$ cat src/rtl/sap2_jk_bank_driver.sv
// Excitation driver for a negedge JK flip-flop bank with async-load inputs.
// Turns count/load requests into J/K toggle masks and Enable/Load strobes, then checks Q.
module sap2_jk_bank_driver #(
    parameter int WIDTH    = 16,
    parameter int CHECK_EN = 1
) (
    input  logic             iClk,
    input  logic             iReset,
    input  logic             iCount,
    input  logic             iDown,
    input  logic             iLoadReq,
    input  logic [WIDTH-1:0] iLoadData,
    input  logic             iClrErr,
    input  logic [WIDTH-1:0] iQ,
    output logic [WIDTH-1:0] oJ,
    output logic [WIDTH-1:0] oK,
    output logic             oEnable,
    output logic [WIDTH-1:0] oLoad,
    output logic             oBusy,
    output logic             oError
);
    // state    | meaning
    // IDLE     | bank holds, waiting for a request
    // COUNT    | toggle mask driven for one bank edge
    // LD_SETUP | load data presented, enable low
    // LD_PULSE | enable high for one cycle
    // LD_HOLD  | enable low, data still held
    // CHECK    | compare Q against expected; new requests accepted
    typedef enum logic [2:0] {
        IDLE, COUNT, LD_SETUP, LD_PULSE, LD_HOLD, CHECK
    } state_t;

    state_t           state, stateNext;
    logic [WIDTH-1:0] expected, expectedNext;
    logic [WIDTH-1:0] jkNext, loadNext;
    logic             enableNext, busyNext, errorNext;
    logic [WIDTH-1:0] tUp, tDown;

    // Toggle masks: a bit flips when every lower bit is at its carry/borrow value
    always_comb begin
        tUp      = '0;
        tDown    = '0;
        tUp[0]   = 1'b1;
        tDown[0] = 1'b1;
        for (int i = 1; i < WIDTH; i++) begin
            tUp[i]   = tUp[i-1] & iQ[i-1];
            tDown[i] = tDown[i-1] & ~iQ[i-1];
        end
    end

    always_comb begin
        stateNext    = state;
        expectedNext = expected;
        jkNext       = '0;
        loadNext     = oLoad;
        enableNext   = 1'b0;
        errorNext    = oError;

        if (iClrErr) errorNext = 1'b0;
        // A mismatch in the same cycle as a clear keeps the error set
        if (state == CHECK && iQ != expected) errorNext = 1'b1;
        if (CHECK_EN == 0) errorNext = 1'b0;

        case (state)
            IDLE, CHECK: begin
                if (iLoadReq) begin
                    stateNext    = LD_SETUP;
                    loadNext     = iLoadData;
                    expectedNext = iLoadData;
                end else if (iCount) begin
                    stateNext = COUNT;
                    if (iDown) begin
                        jkNext       = tDown;
                        expectedNext = iQ - WIDTH'(1);
                    end else begin
                        jkNext       = tUp;
                        expectedNext = iQ + WIDTH'(1);
                    end
                end else begin
                    stateNext = IDLE;
                end
            end
            COUNT:    stateNext = CHECK;
            LD_SETUP: begin
                stateNext  = LD_PULSE;
                enableNext = 1'b1;
            end
            LD_PULSE: stateNext = LD_HOLD;
            LD_HOLD:  stateNext = CHECK;
            default:  stateNext = IDLE;
        endcase

        busyNext = (stateNext == COUNT) || (stateNext == LD_SETUP) ||
                   (stateNext == LD_PULSE) || (stateNext == LD_HOLD);
    end

    always_ff @(posedge iClk or negedge iReset) begin
        if (!iReset) begin
            state    <= IDLE;
            expected <= '0;
            oJ       <= '0;
            oK       <= '0;
            oLoad    <= '0;
            oEnable  <= 1'b0;
            oBusy    <= 1'b0;
            oError   <= 1'b0;
        end else begin
            state    <= stateNext;
            expected <= expectedNext;
            oJ       <= jkNext;
            oK       <= jkNext;
            oLoad    <= loadNext;
            oEnable  <= enableNext;
            oBusy    <= busyNext;
            oError   <= errorNext;
        end
    end
endmodule

$ cat config.mk
export PLATFORM = sky130hd
export DESIGN_NAME = sap2_jk_bank_driver
export DESIGN_NICKNAME = d
export VERILOG_FILES = /design/src/rtl/sap2_jk_bank_driver.sv
export SDC_FILE = /design/constraint.sdc
export NUM_CORES = 1
export LEC_CHECK = 0
export ABC_AREA = 1
export CORE_MARGIN = 10
export CORE_UTILIZATION = 50
export DETAILED_ROUTE_END_ITERATION = 6
export PLACE_DENSITY = 0.87
export SKIP_CTS_REPAIR_TIMING = 1
export SYNTH_ARGS = -nofsm -noshare
export SYNTH_HDL_FRONTEND = slang
export SYNTH_SLANG_ARGS = --single-unit
$ cat constraint.sdc
create_clock -name iClk -period 2.95 [get_ports iClk]
set_input_delay 0.59 -clock iClk [delete_from_list [all_inputs] [get_ports iClk]]
set_output_delay 0.59 -clock iClk [all_outputs]
set_load 0.01 [all_outputs]
# Yosys cells after proc, flatten, opt, wreduce, memory -nomap -nowiden
# Index checks and enable logic that the tools add are counted.
# totals
input_bits	38
elab_cells	86
reg_bits	54
out_inout_bits	51
# op_classes
n_eq_ne	10
addsub	2
bitwise_logic	43
reduce_logical	11
muxes	13
# op_table
cell	n
16-bit two-way mux	7
1-bit bitwise AND	28
16-bit by 1-bit adder with 16-bit output (second input constant)	1
16-bit inequality test	1
16-bit by 1-bit subtractor with 16-bit output (second input constant)	1
1-bit NOT	15
3-bit by 2-bit == test with 1-bit output (second input constant)	4
3-bit case mux with 4 select lines	1
3-bit == test (second input constant)	3
3-bit by 1-bit == test with 1-bit output (second input constant)	2
1-bit two-way mux	4
2-bit AND reduction	2
2-bit nonzero test	2
2-bit OR reduction	2
3-bit zero test	1
1-bit logical OR	3
2-bit two-way mux	1
1-bit logical AND	1

# Logic depth before layout (Yosys ltp)
# depth
depth_word	19
mapped_depth	13

# Worst setup path before layout
# Ideal clock, no wire load.
# synth_timing
path_type	in2reg
startpoint	input iDown
endpoint	register expected[10]
arrival_ns	2.099
slack_ns	0.734
path_buffers	1
required_time_ns	2.833
stages	12
cell_sequence	buf_6 -> inv_1 -> fa_1 -> o21ai_1 -> nand2_1 -> nand2_1 -> and2_1 -> nand3_1 -> nand3_1 -> nand3_1 -> nand2_1 -> nand2_1
# synth_between
elab_chain_cells	3
# synth_lines
item	line	rtl
start: declaration	10	input logic iDown,
16-bit two-way mux	72	if (iDown) begin
16-bit two-way mux	70	end else if (iCount) begin
16-bit two-way mux	66	if (iLoadReq) begin
end signal: assignment	109	expected <= expectedNext;
end: declaration	34	logic [WIDTH-1:0] expected, expectedNext;
# No other way between the ends. The select of a mux whose other input is x is not followed.
# A chain may end at the register's enable or synchronous reset.

# Final worst setup path
# layout_timing
startpoint	input iDown
endpoint	register expected[15]
# Same word-level chain as after synthesis.

==> flow_summary_export.csv <==
group,metric,value,unit
sta,relSlewSlack,69.3,%
worst_setup_path,critPathKind,"in2reg",
worst_setup_path,critPathBufInv,2,
worst_setup_path,crit_path_end_kind,"flip-flop",
worst_setup_path,max_stage_delay,0.52,ns
worst_setup_path,crit_path_max_fanout,17,
sta,finalCritPeriodShare,87.8,%
worst_setup_path,path_cells,"clkdlybuf4s50_1 -> buf_4 -> ha_1 -> a21oi_1 -> nand2_1 -> nand2_1 -> nand2_1 -> nand2_1 -> nand2_1 -> nand2_1 -> nand2_1 -> nand2_1 -> nand2_1 -> nor2_1 -> o21ai_1",
clocking,cts.sinks,54,
clocking,clkTransAtPathRegs,0.09,ns
final_layout,antenna_cells,0,
power,ir_worst_vdd,0.000414,V
run,maxCapViolCount,0,
detailed_routing,via_count,3048,
sta,max_freq,386,MHz
yosys,ys_types,40,
yosys,syn_area,0.00340,mm²
place,gp_congestion,0.927,
yosys,synthCells,415,
floorplanning,rows,29,
sta,post-route-min-period,2.59,ns
final_layout,layout-drive-gt1-share,8.10,%
grt,overflow,0,
clocking,cts.htree.levels,2,
floorplanning,die-height,102,µm
sta,max_slew.worst_pin.slew,0.459,ns
grt,grt_start_max_net_pins,35,
detailed_routing,routed_wl,9540,µm
detailed_routing,ant_nets,0,
power,p_per_area,686,mW/mm²
detailed_routing,drc,0,
clocking,clock-root-buffer,"clkbuf_8",
yosys,synth_warnings,0,
sta,final_max_slew_viol_count,0,
place,port_buffers,88,
floorplanning,fp.coreArea,0.00646,mm²
power,p_total,2.99,mW
grt,antenna_found_initial,0,
worst_setup_path,cpMaxStageDelayCell,"clkdlybuf4s50_1",
sta,finalSetupViolCount,0,
final_layout,fillers,531,
floorplanning,io_pins,89,
power,p_leak,2.09,nW
grt,grt_pass1_vias,3055,
sta,finalSetupTns,0,ns
grt,grt_pass1_wl,15200,µm
clocking,clock_latency,0.30,ns
sta,rsz0062_at_grt,"false",
worst_setup_path,critical_path.most_common_cell,"nand2_1",
clocking,numCtsBuffers,5,
final_layout,syn_to_final_growth,28.1,%
detailed_routing,routedWlPerCell,16.7,µm
sta,hold_viol,0,
yosys,ys_seq_area_share,39.7,%
floorplanning,die_x,102,µm
final_layout,fin_nets,546,
clocking,clockBufferDepth,2,
worst_setup_path,cp-start-kind,"primary input",
yosys,ys_seq_elements,54,
floorplanning,start_util,52.6,%
clocking,cts_tree,"done",
floorplanning,die_area,0.0105,mm²
place,hpwl,7720,µm
worst_setup_path,critical_path_arrival,2.78,ns
status,status,"finished clean",
detailed_routing,dr.pass1.iters,5,
min_path,hp-class,"in2async",
grt,grtUsageTotal,18.3,%
worst_setup_path,required,3.14,ns
detailed_routing,vias_per_cell,5.34,
yosys,syn_nets,468,
worst_setup_path,cp_top_family,"simple AND/OR/NAND/NOR gates",
sta,clock_skew,0.00295,ns
yosys,syn_area_per_cell,8.19,µm²
detailed_routing,drt_iter0_drc,163,
-- kinds of logic after synthesis --
| family | count (synthesis) | share of synthesized area, % |
|---|---|---|
| AO/OA/AOI/OAI | 76 | 12.4 |
| XOR/XNOR | 31 | 7.99 |
| adder cells (fa/ha/maj) | 15 | 5.74 |
| buffers and inverters | 73 | 10.3 |
| flip-flops | 54 | 39.7 |
| multiplexers | 6 | 1.99 |
| AND/OR/NAND/NOR | 160 | 21.8 |
-- state kept, by name (all words and copies together), names as in the netlist --
name      cells
oError        1
oBusy         1
oK           16
oLoad        16
oEnable       1
expected     16
state         3
-- placed cells by master (no fill, tap or decap), types with 3 or more instances in the layout --
| master | synthesis | layout |
|---|---|---|
| clkdlybuf4s50_1 | 0 | 87 |
| nand4_1 | 5 | 5 |
| nand2_1 | 90 | 90 |
| inv_1 | 45 | 45 |
| ha_1 | 14 | 14 |
| a21oi_1 | 32 | 32 |
| nor3_1 | 5 | 5 |
| buf_4 | 16 | 8 |
| inv_2 | 3 | 3 |
| nor2_1 | 24 | 24 |
| xnor2_1 | 13 | 13 |
| mux2_2 | 6 | 6 |
| o21ai_1 | 9 | 9 |
| nand3_1 | 18 | 18 |
| nor4_1 | 3 | 3 |
| dfrtp_1 | 54 | 54 |
| clkbuf_8 | 0 | 6 |
| o21ai_0 | 23 | 23 |
| xor2_1 | 18 | 18 |
-- final timing paths --
path                                     end      from  slack [ns]  depth (start not counted)
worst min-delay path                  oK[13]    iReset        0.22                          1
worst max-delay path            expected[15]     iDown        0.36                         15
min in group iClk                   oLoad[0]  oLoad[0]        0.50                          2
worst min register to register      oLoad[0]  oLoad[0]        0.50                          2
max in group asynchronous        expected[0]    iReset        1.92                          2
worst max register to register   expected[4]  state[0]        0.95                          9
-- metrics by stage --
step / utilization [%] / hold WS [ns] / setup slack [ns] / cell area, µm² / std cells
finish: 67.4 / 0.221 / 0.359 / 4360 / 571
global route: 67.4 / 0.248 / 0.198 / 4360 / 571
CTS: 67.4 / 0.233 / 0.415 / 4360 / 571
detailed placement: 66.0 / 0.483 / 0.0968 / 4260 / 563
global placement: 66.0 / 0.468 / 0.172 / 4260 / 563
floorplan: - / 0.294 / 0.734 / 3400 / 415
-- report_power, final --
group	internal [mW]	switching, mW	total [mW]
clock	0.189	0.234	0.423
sequential	1.01	0.176	1.18
combinational	0.640	0.745	1.39
total	1.83	1.16	2.99
-- Yosys cell counts (all sizes together) --
cell type	n	area share, %
mux2	6	2.0
a211oi	1	0.22
ha	14	5.2
nor4	3	0.55
a31o	1	0.26
nor3	5	0.74
nand3	20	3.5
a21oi	33	5.2
buf	20	4.5
nor3b	2	0.44
xor2	18	4.6
dfrtp	54	40
a31oi	2	0.37
nor2	28	3.7
o2111a	1	0.33
o21bai	2	0.44
xnor2	13	3.3
o211ai	2	0.44
nand4	7	1.9
fa	1	0.59
clkbuf	5	0.55
o21ai	32	4.7
or2	1	0.18
nand2	93	11
a21o	2	0.44
and2	1	0.18
inv	48	5.3
-- final cells by class --
type                            count  area [µm²]  area share [%]
Clock buffer                        6        82.6            1.90
Clock inverter                      2        12.5           0.287
Inverter                           48         180            4.14
Multi-Input combinational cell    288        1700            39.0
Sequential cell                    54        1350            31.0
Tap cell                           77        96.3            2.21
Timing Repair Buffer               96         936            21.5
-- per-layer routing --
layer / GRT usage, % / routed length, µm / up-vias
met1: 22.2 / 3870 / 1413
met4: 7.38 / 189 / 0
met3: 3.31 / 803 / 16
li1: - / - / 1494
met2: 31.1 / 4680 / 125
met5: 0 / 0 / -
-- worst register-to-register path, cell delays in order, from the launching register on --
cell and delay (ns):
dfrtp_1 0.43, nor2_2 0.18, nand2_2 0.09, a21oi_4 0.23
inv_2 0.13, nand2_4 0.15, inv_2 0.22, a21oi_1 0.33
o21ai_1 0.11, o21ai_1 0.08
Power figures use the tool's default switching activity.
